--- src/rtl/mymul_pkg.sv ---
// Shared definitions for the mymul Avalon-MM driver: register map, FSM states, bus command payload.
package mymul_pkg;

    localparam int unsigned DATA_W    = 32;
    localparam int unsigned ADDR_W    = 3;
    localparam int unsigned RES_W     = 64;
    localparam int unsigned LAT_CNT_W = 2;

    localparam logic [ADDR_W-1:0] MYMUL_A   = 3'd0;
    localparam logic [ADDR_W-1:0] MYMUL_B   = 3'd1;
    localparam logic [ADDR_W-1:0] MYMUL_LO  = 3'd2;
    localparam logic [ADDR_W-1:0] MYMUL_HI  = 3'd3;
    localparam logic [ADDR_W-1:0] MYMUL_CTL = 3'd4;

    typedef enum logic [3:0] {
        ST_IDLE,
        ST_WR_A,
        ST_WR_B,
        ST_WR_C0,
        ST_WR_C1,
        ST_SETTLE,
        ST_RD_LO,
        ST_LAT_LO,
        ST_RD_HI,
        ST_LAT_HI
    } mymul_drv_state_t;

    typedef struct packed {
        logic              read;
        logic              write;
        logic [ADDR_W-1:0] address;
        logic [DATA_W-1:0] writedata;
    } avm_cmd_t;

endpackage

--- src/rtl/mymul_driver.sv ---
// Avalon-MM master that runs the full mymul register sequence for one start pulse
// and returns the 64-bit product with a single-cycle done.
module mymul_driver
    import mymul_pkg::*;
#(
    parameter int unsigned READ_LATENCY = 0
) (
    input  logic              clk,
    input  logic              reset,
    input  logic              start,
    input  logic [DATA_W-1:0] a,
    input  logic [DATA_W-1:0] b,
    output logic              busy,
    output logic              done,
    output logic [RES_W-1:0]  result,
    output logic [ADDR_W-1:0] avm_address,
    output logic              avm_read,
    output logic              avm_write,
    output logic [DATA_W-1:0] avm_writedata,
    input  logic [DATA_W-1:0] avm_readdata,
    input  logic              avm_waitrequest
);

    localparam bit                   HAS_LAT  = (READ_LATENCY != 0);
    localparam logic [LAT_CNT_W-1:0] LAT_LOAD = LAT_CNT_W'(READ_LATENCY - 1);

    mymul_drv_state_t     state_q, state_d;
    logic [DATA_W-1:0]    a_q, a_d;
    logic [DATA_W-1:0]    b_q, b_d;
    logic [LAT_CNT_W-1:0] cnt_q, cnt_d;
    avm_cmd_t             cmd_q, cmd_d;
    logic                 busy_q, busy_d;
    logic                 done_q, done_d;
    logic [RES_W-1:0]     result_q, result_d;

    // State and registered bus/status outputs.
    always_ff @(posedge clk) begin
        if (reset) begin
            state_q  <= ST_IDLE;
            a_q      <= '0;
            b_q      <= '0;
            cnt_q    <= '0;
            cmd_q    <= '0;
            busy_q   <= 1'b0;
            done_q   <= 1'b0;
            result_q <= '0;
        end else begin
            state_q  <= state_d;
            a_q      <= a_d;
            b_q      <= b_d;
            cnt_q    <= cnt_d;
            cmd_q    <= cmd_d;
            busy_q   <= busy_d;
            done_q   <= done_d;
            result_q <= result_d;
        end
    end

    // Next-state, result capture and next bus command.
    always_comb begin
        state_d  = state_q;
        a_d      = a_q;
        b_d      = b_q;
        cnt_d    = cnt_q;
        done_d   = 1'b0;
        result_d = result_q;
        cmd_d    = '{read: 1'b0, write: 1'b0, address: cmd_q.address, writedata: cmd_q.writedata};

        unique case (state_q)
            // The done cycle is still part of the run, so a start there is dropped.
            ST_IDLE: begin
                if (start && !done_q) begin
                    a_d     = a;
                    b_d     = b;
                    state_d = ST_WR_A;
                end
            end
            ST_WR_A:   if (!avm_waitrequest) state_d = ST_WR_B;
            ST_WR_B:   if (!avm_waitrequest) state_d = ST_WR_C0;
            ST_WR_C0:  if (!avm_waitrequest) state_d = ST_WR_C1;
            ST_WR_C1:  if (!avm_waitrequest) state_d = ST_SETTLE;
            ST_SETTLE: state_d = ST_RD_LO;
            ST_RD_LO: begin
                if (!avm_waitrequest) begin
                    if (HAS_LAT) begin
                        cnt_d   = LAT_LOAD;
                        state_d = ST_LAT_LO;
                    end else begin
                        result_d[31:0] = avm_readdata;
                        state_d        = ST_RD_HI;
                    end
                end
            end
            ST_LAT_LO: begin
                if (cnt_q == '0) begin
                    result_d[31:0] = avm_readdata;
                    state_d        = ST_RD_HI;
                end else begin
                    cnt_d = cnt_q - LAT_CNT_W'(1);
                end
            end
            ST_RD_HI: begin
                if (!avm_waitrequest) begin
                    if (HAS_LAT) begin
                        cnt_d   = LAT_LOAD;
                        state_d = ST_LAT_HI;
                    end else begin
                        result_d[63:32] = avm_readdata;
                        done_d          = 1'b1;
                        state_d         = ST_IDLE;
                    end
                end
            end
            ST_LAT_HI: begin
                if (cnt_q == '0) begin
                    result_d[63:32] = avm_readdata;
                    done_d          = 1'b1;
                    state_d         = ST_IDLE;
                end else begin
                    cnt_d = cnt_q - LAT_CNT_W'(1);
                end
            end
            default: state_d = ST_IDLE;
        endcase

        // Strobes are registered, so they are decoded from the state being entered.
        unique case (state_d)
            ST_WR_A:  cmd_d = '{read: 1'b0, write: 1'b1, address: MYMUL_A,   writedata: a_d};
            ST_WR_B:  cmd_d = '{read: 1'b0, write: 1'b1, address: MYMUL_B,   writedata: b_d};
            ST_WR_C0: cmd_d = '{read: 1'b0, write: 1'b1, address: MYMUL_CTL, writedata: 32'd0};
            ST_WR_C1: cmd_d = '{read: 1'b0, write: 1'b1, address: MYMUL_CTL, writedata: 32'd1};
            ST_RD_LO: cmd_d = '{read: 1'b1, write: 1'b0, address: MYMUL_LO,  writedata: cmd_q.writedata};
            ST_RD_HI: cmd_d = '{read: 1'b1, write: 1'b0, address: MYMUL_HI,  writedata: cmd_q.writedata};
            default:  ;
        endcase

        busy_d = (state_d != ST_IDLE);
    end

    assign busy          = busy_q;
    assign done          = done_q;
    assign result        = result_q;
    assign avm_address   = cmd_q.address;
    assign avm_read      = cmd_q.read;
    assign avm_write     = cmd_q.write;
    assign avm_writedata = cmd_q.writedata;

endmodule

--- config.mk ---
export PLATFORM = sky130hd
export DESIGN_NAME = mymul_driver
export DESIGN_NICKNAME = d
export VERILOG_FILES = /design/src/rtl/mymul_pkg.sv /design/src/rtl/mymul_driver.sv
export SDC_FILE = /design/constraint.sdc
export NUM_CORES = 1
export LEC_CHECK = 0
export BUFFER_PORTS_ARGS = -buffer_cell sky130_fd_sc_hd__buf_2
export CAP_MARGIN = 5
export CORE_UTILIZATION = 34
export DETAILED_ROUTE_END_ITERATION = 6
export MAX_ROUTING_LAYER = met4
export PLACE_DENSITY = 0.57
export SLEW_MARGIN = 20
export SYNTH_ARGS = -nofsm -noshare
export SYNTH_HDL_FRONTEND = slang
export SYNTH_SLANG_ARGS = --single-unit
--- constraint.sdc ---
create_clock -name clk -period 3.2 [get_ports clk]
set_clock_uncertainty 0.2 [all_clocks]
set_input_delay 0.64 -clock clk [delete_from_list [all_inputs] [get_ports clk]]
set_output_delay 0.64 -clock clk [all_outputs]
set_load 0.1 [all_outputs]
==> impl_metrics.py <==
metrics = {
    "outcome": {
        "status": "finished clean",
    },
    "floorplanning": {
        "core_sq_um": 19720,
        "die_x_microns": 144.8,
        "die_area_sq_um": 20970,
        "io_pins": 203,
        "die_height_microns": 144.8,
        "initial_core_util_pct": 35.17,
        "rows": 51,
    },
    "power_and_ir_drop": {
        "power_per_cell_area_nw_per_um2": 675.3,
        "p_leak_nw": 3.460,
        "vdd_drop_max_v": 0.0003522,
        "total_power_mw": 5.888,
    },
    "sta": {
        "post-route-period-util_pct": 84.43,
        "max_slew.worst_pin.slew_ns": 0.7198,
        "rsz0062_at_grt": "false",
        "finalSetupTns_ns": 0,
        "fin_crit_ns": 2.702,
        "setup_slack_ns": 0.4982,
        "slew_headroom_pct": 52.01,
        "hold_viol": 0,
        "slew_viol_final": 0,
        "fmax_mhz": 370.1,
        "finalSetupViolCount": 0,
    },
    "cts": {
        "cts_buffers": 17,
        "cts_tree": "done",
        "cts.sinks": 173,
        "clockBufferDepth": 2,
        "cts_setup_buffers": 0,
        "ctsResizeCount": 0,
        "cts_htree_levels": 4,
        "clk_pin_slew_ns": 0.07,
        "clock_latency_ns": 0.42,
        "cts_root_buf": "clkbuf_16",
        "cts_hold_buf": 0,
    },
    "critical_path": {
        "critPathMaxFanout": 21,
        "cp_cell_sequence": "or3b_1 > o22ai_1 > a221oi_2 > o31ai_4 > nand2b_4 > buf_12 > a221oi_2",
        "r2r-start": "state_q[1]",
        "end_kind": "flop",
        "slowest_delay_ns": 0.65,
        "ff2ff_setup_slack_ns": 0.50,
        "cpMostUsedCell": "a221oi_2",
        "required_ns": 3.29,
        "critPathArrivalTime_ns": 2.79,
        "critPathSlowestCell": "dfxtp_1",
        "r2r-end": "avm_writedata[23]",
        "critPathLaunchType": "flop",
        "critical_path_class": "reg2reg",
        "r2r_cells": 7,
    },
    "job": {
        "cap_violations": 0,
    },
    "hold_path": {
        "hp-start": "b[14]",
        "hold_depth": 3,
        "holdPathEnd": "b_q[14]",
        "min-delay-path-class": "in2reg",
    },
    "cells_and_area": {
        "nFillCells": 1995,
        "final_nets": 1085,
        "drive_above_1_share_pct": 29.02,
        "areaGrowthSynthToFinish_pct": 25.73,
    },
    "placed_design": {
        "place_congestion": 0.8067,
        "post-dp-hpwl_microns": 12580,
        "io_buffers": 202,
        "preCtsSetupSlack_ns": 0.4085,
    },
    "route": {
        "first_pass_iters": 6,
        "routed_wl_microns": 19970,
        "drtIter0Drc": 511,
        "routed_via_density": 5.032,
        "drc_errors": 0,
        "ant_nets": 0,
        "wire_per_inst_microns": 15.82,
        "num_vias": 6351,
    },
    "yosys": {
        "yosysWarnings": 0,
        "synth_edf_count": 0,
        "synth_cell_types": 52,
        "yosysTopAreaCell": "dfxtp_1",
        "synth_area_per_cell_sq_um": 8.407,
        "ys_ff_latch": 173,
        "synth_ff_type": "dfxtp_1",
        "synth_common_cells": "nand2_1, dfxtp_1, a21oi_1",
        "synth_nets": 926,
        "yosysMostFrequentCell": "nand2_1",
        "postSynth.asyncResetShare_pct": 0,
        "synth_area_sq_um": 6935,
        "syn_inst": 825,
        "yosysSeqAreaShare_pct": 49.94,
        "synth_area_leaders": "dfxtp_1, nand2_1, a21oi_1",
        "synth_top_area_share_pct": 49.94,
    },
    "global_routing": {
        "grt_max_degree": 80,
        "grt_usage_pct": 19.65,
        "grt-ovfl-total": 0,
        "antenna_found_initial": 1,
        "grt_pass1_wl_microns": 30790,
        "grt_pass1_vias": 5666,
    },
}
[worst max-delay path by stage]
stage                    start                 to  slack (ns)  cells after the start
5_1_grt             state_q[1]     avm_address[1]        0.31                      6
3_3_place_gp   avm_waitrequest  avm_writedata[18]        0.45                      8
3_5_place_dp   avm_waitrequest  avm_writedata[16]        0.41                      8
4_1_cts             state_q[1]  avm_writedata[15]        0.49                      7
2_1_floorplan             done  avm_writedata[10]        0.56                      8
6_report            state_q[1]  avm_writedata[23]        0.50                      7
[state kept, by name (all words and copies together), names as in the netlist]
signal / cells
cnt_q: 2
avm_read: 1
avm_writedata: 32
result: 64
done: 1
avm_address: 3
a_q: 32
b_q: 32
state_q: 4
avm_write: 1
busy: 1
[report_power, final]
part | switching (mW) | internal [mW]
sequential | 0.0959 | 2.30
clock | 0.886 | 1.20
combinational | 1.07 | 0.339
total | 2.05 | 3.84
[cells by family after synthesis]
group	share of synthesized area, %
flops	49.94
compound gates	24.12
simple gates	19.84
mux	0.2887
fa+ha+maj	0.1804
xor+xnor	0.3789
buf+inv	5.250
[worst max-delay path: cells and delay by family, from the launching register on]
| kind | cells | cell delay, ns |
|---|---|---|
| flip-flops | 1 | 0.65 |
| AND/OR/NAND/NOR | 2 | 0.67 |
| AO/OA/AOI/OAI | 4 | 0.83 |
| buffers and inverters | 1 | 0.21 |
[layout make-up]
class	instances	area, sq um	share of cell area, %
Tap cell	265	331.6	3.803
Sequential cell	173	3463	39.72
Clock buffer	20	456.7	5.237
Inverter	6	22.52	0.2583
Multi-Input combinational cell	570	3127	35.86
Antenna cell	1	2.502	0.02870
Timing Repair Buffer	216	1185	13.59
Clock inverter	11	131.4	1.507
[per-layer routing]
metal / part of all wire (%) / routed length (microns) / up-vias / track usage (%)
met5: 0 / 0 / - / -
met3: 5.2 / 1041 / 18 / 3.982
met1: 46 / 9129 / 2965 / 26.00
met2: 48 / 9521 / 183 / 29.83
met4: 1.4 / 277 / 0 / 6.482
li1: - / - / 3185 / -
[metrics by stage]
stage / util, % / hold slack (ns) / cell area [sq um] / std cells
floorplan: - / 0.2322 / 6935 / 825
global placement: 41.23 / 0.2391 / 8129 / 1230
detailed placement: 41.23 / 0.2430 / 8129 / 1230
CTS: 44.21 / 0.2285 / 8717 / 1261
global route: 44.22 / 0.2387 / 8720 / 1262
finish: 44.22 / 0.2429 / 8720 / 1262
[placed cells by master, fill, tap and decap left out, types with 2 or more instances in the layout]
cell type / n
nand2_2: 2
xnor2_1: 2
clkinvlp_4: 2
a222oi_1: 30
buf_12: 5
a221oi_2: 29
nor2_2: 2
bufinv_16: 2
nand2b_1: 7
dfxtp_1: 173
nand4_1: 3
mux2i_1: 2
buf_4: 9
a21oi_1: 135
clkbuf_16: 17
nor2_1: 40
clkbuf_8: 2
clkinv_2: 2
inv_6: 3
a221oi_1: 4
a31oi_1: 3
buf_2: 201
and3_1: 2
o21ai_0: 4
nand2_1: 266
inv_1: 5
o22ai_1: 6
nor2b_1: 3
nor3_1: 3
Power figures use the tool's default switching activity.
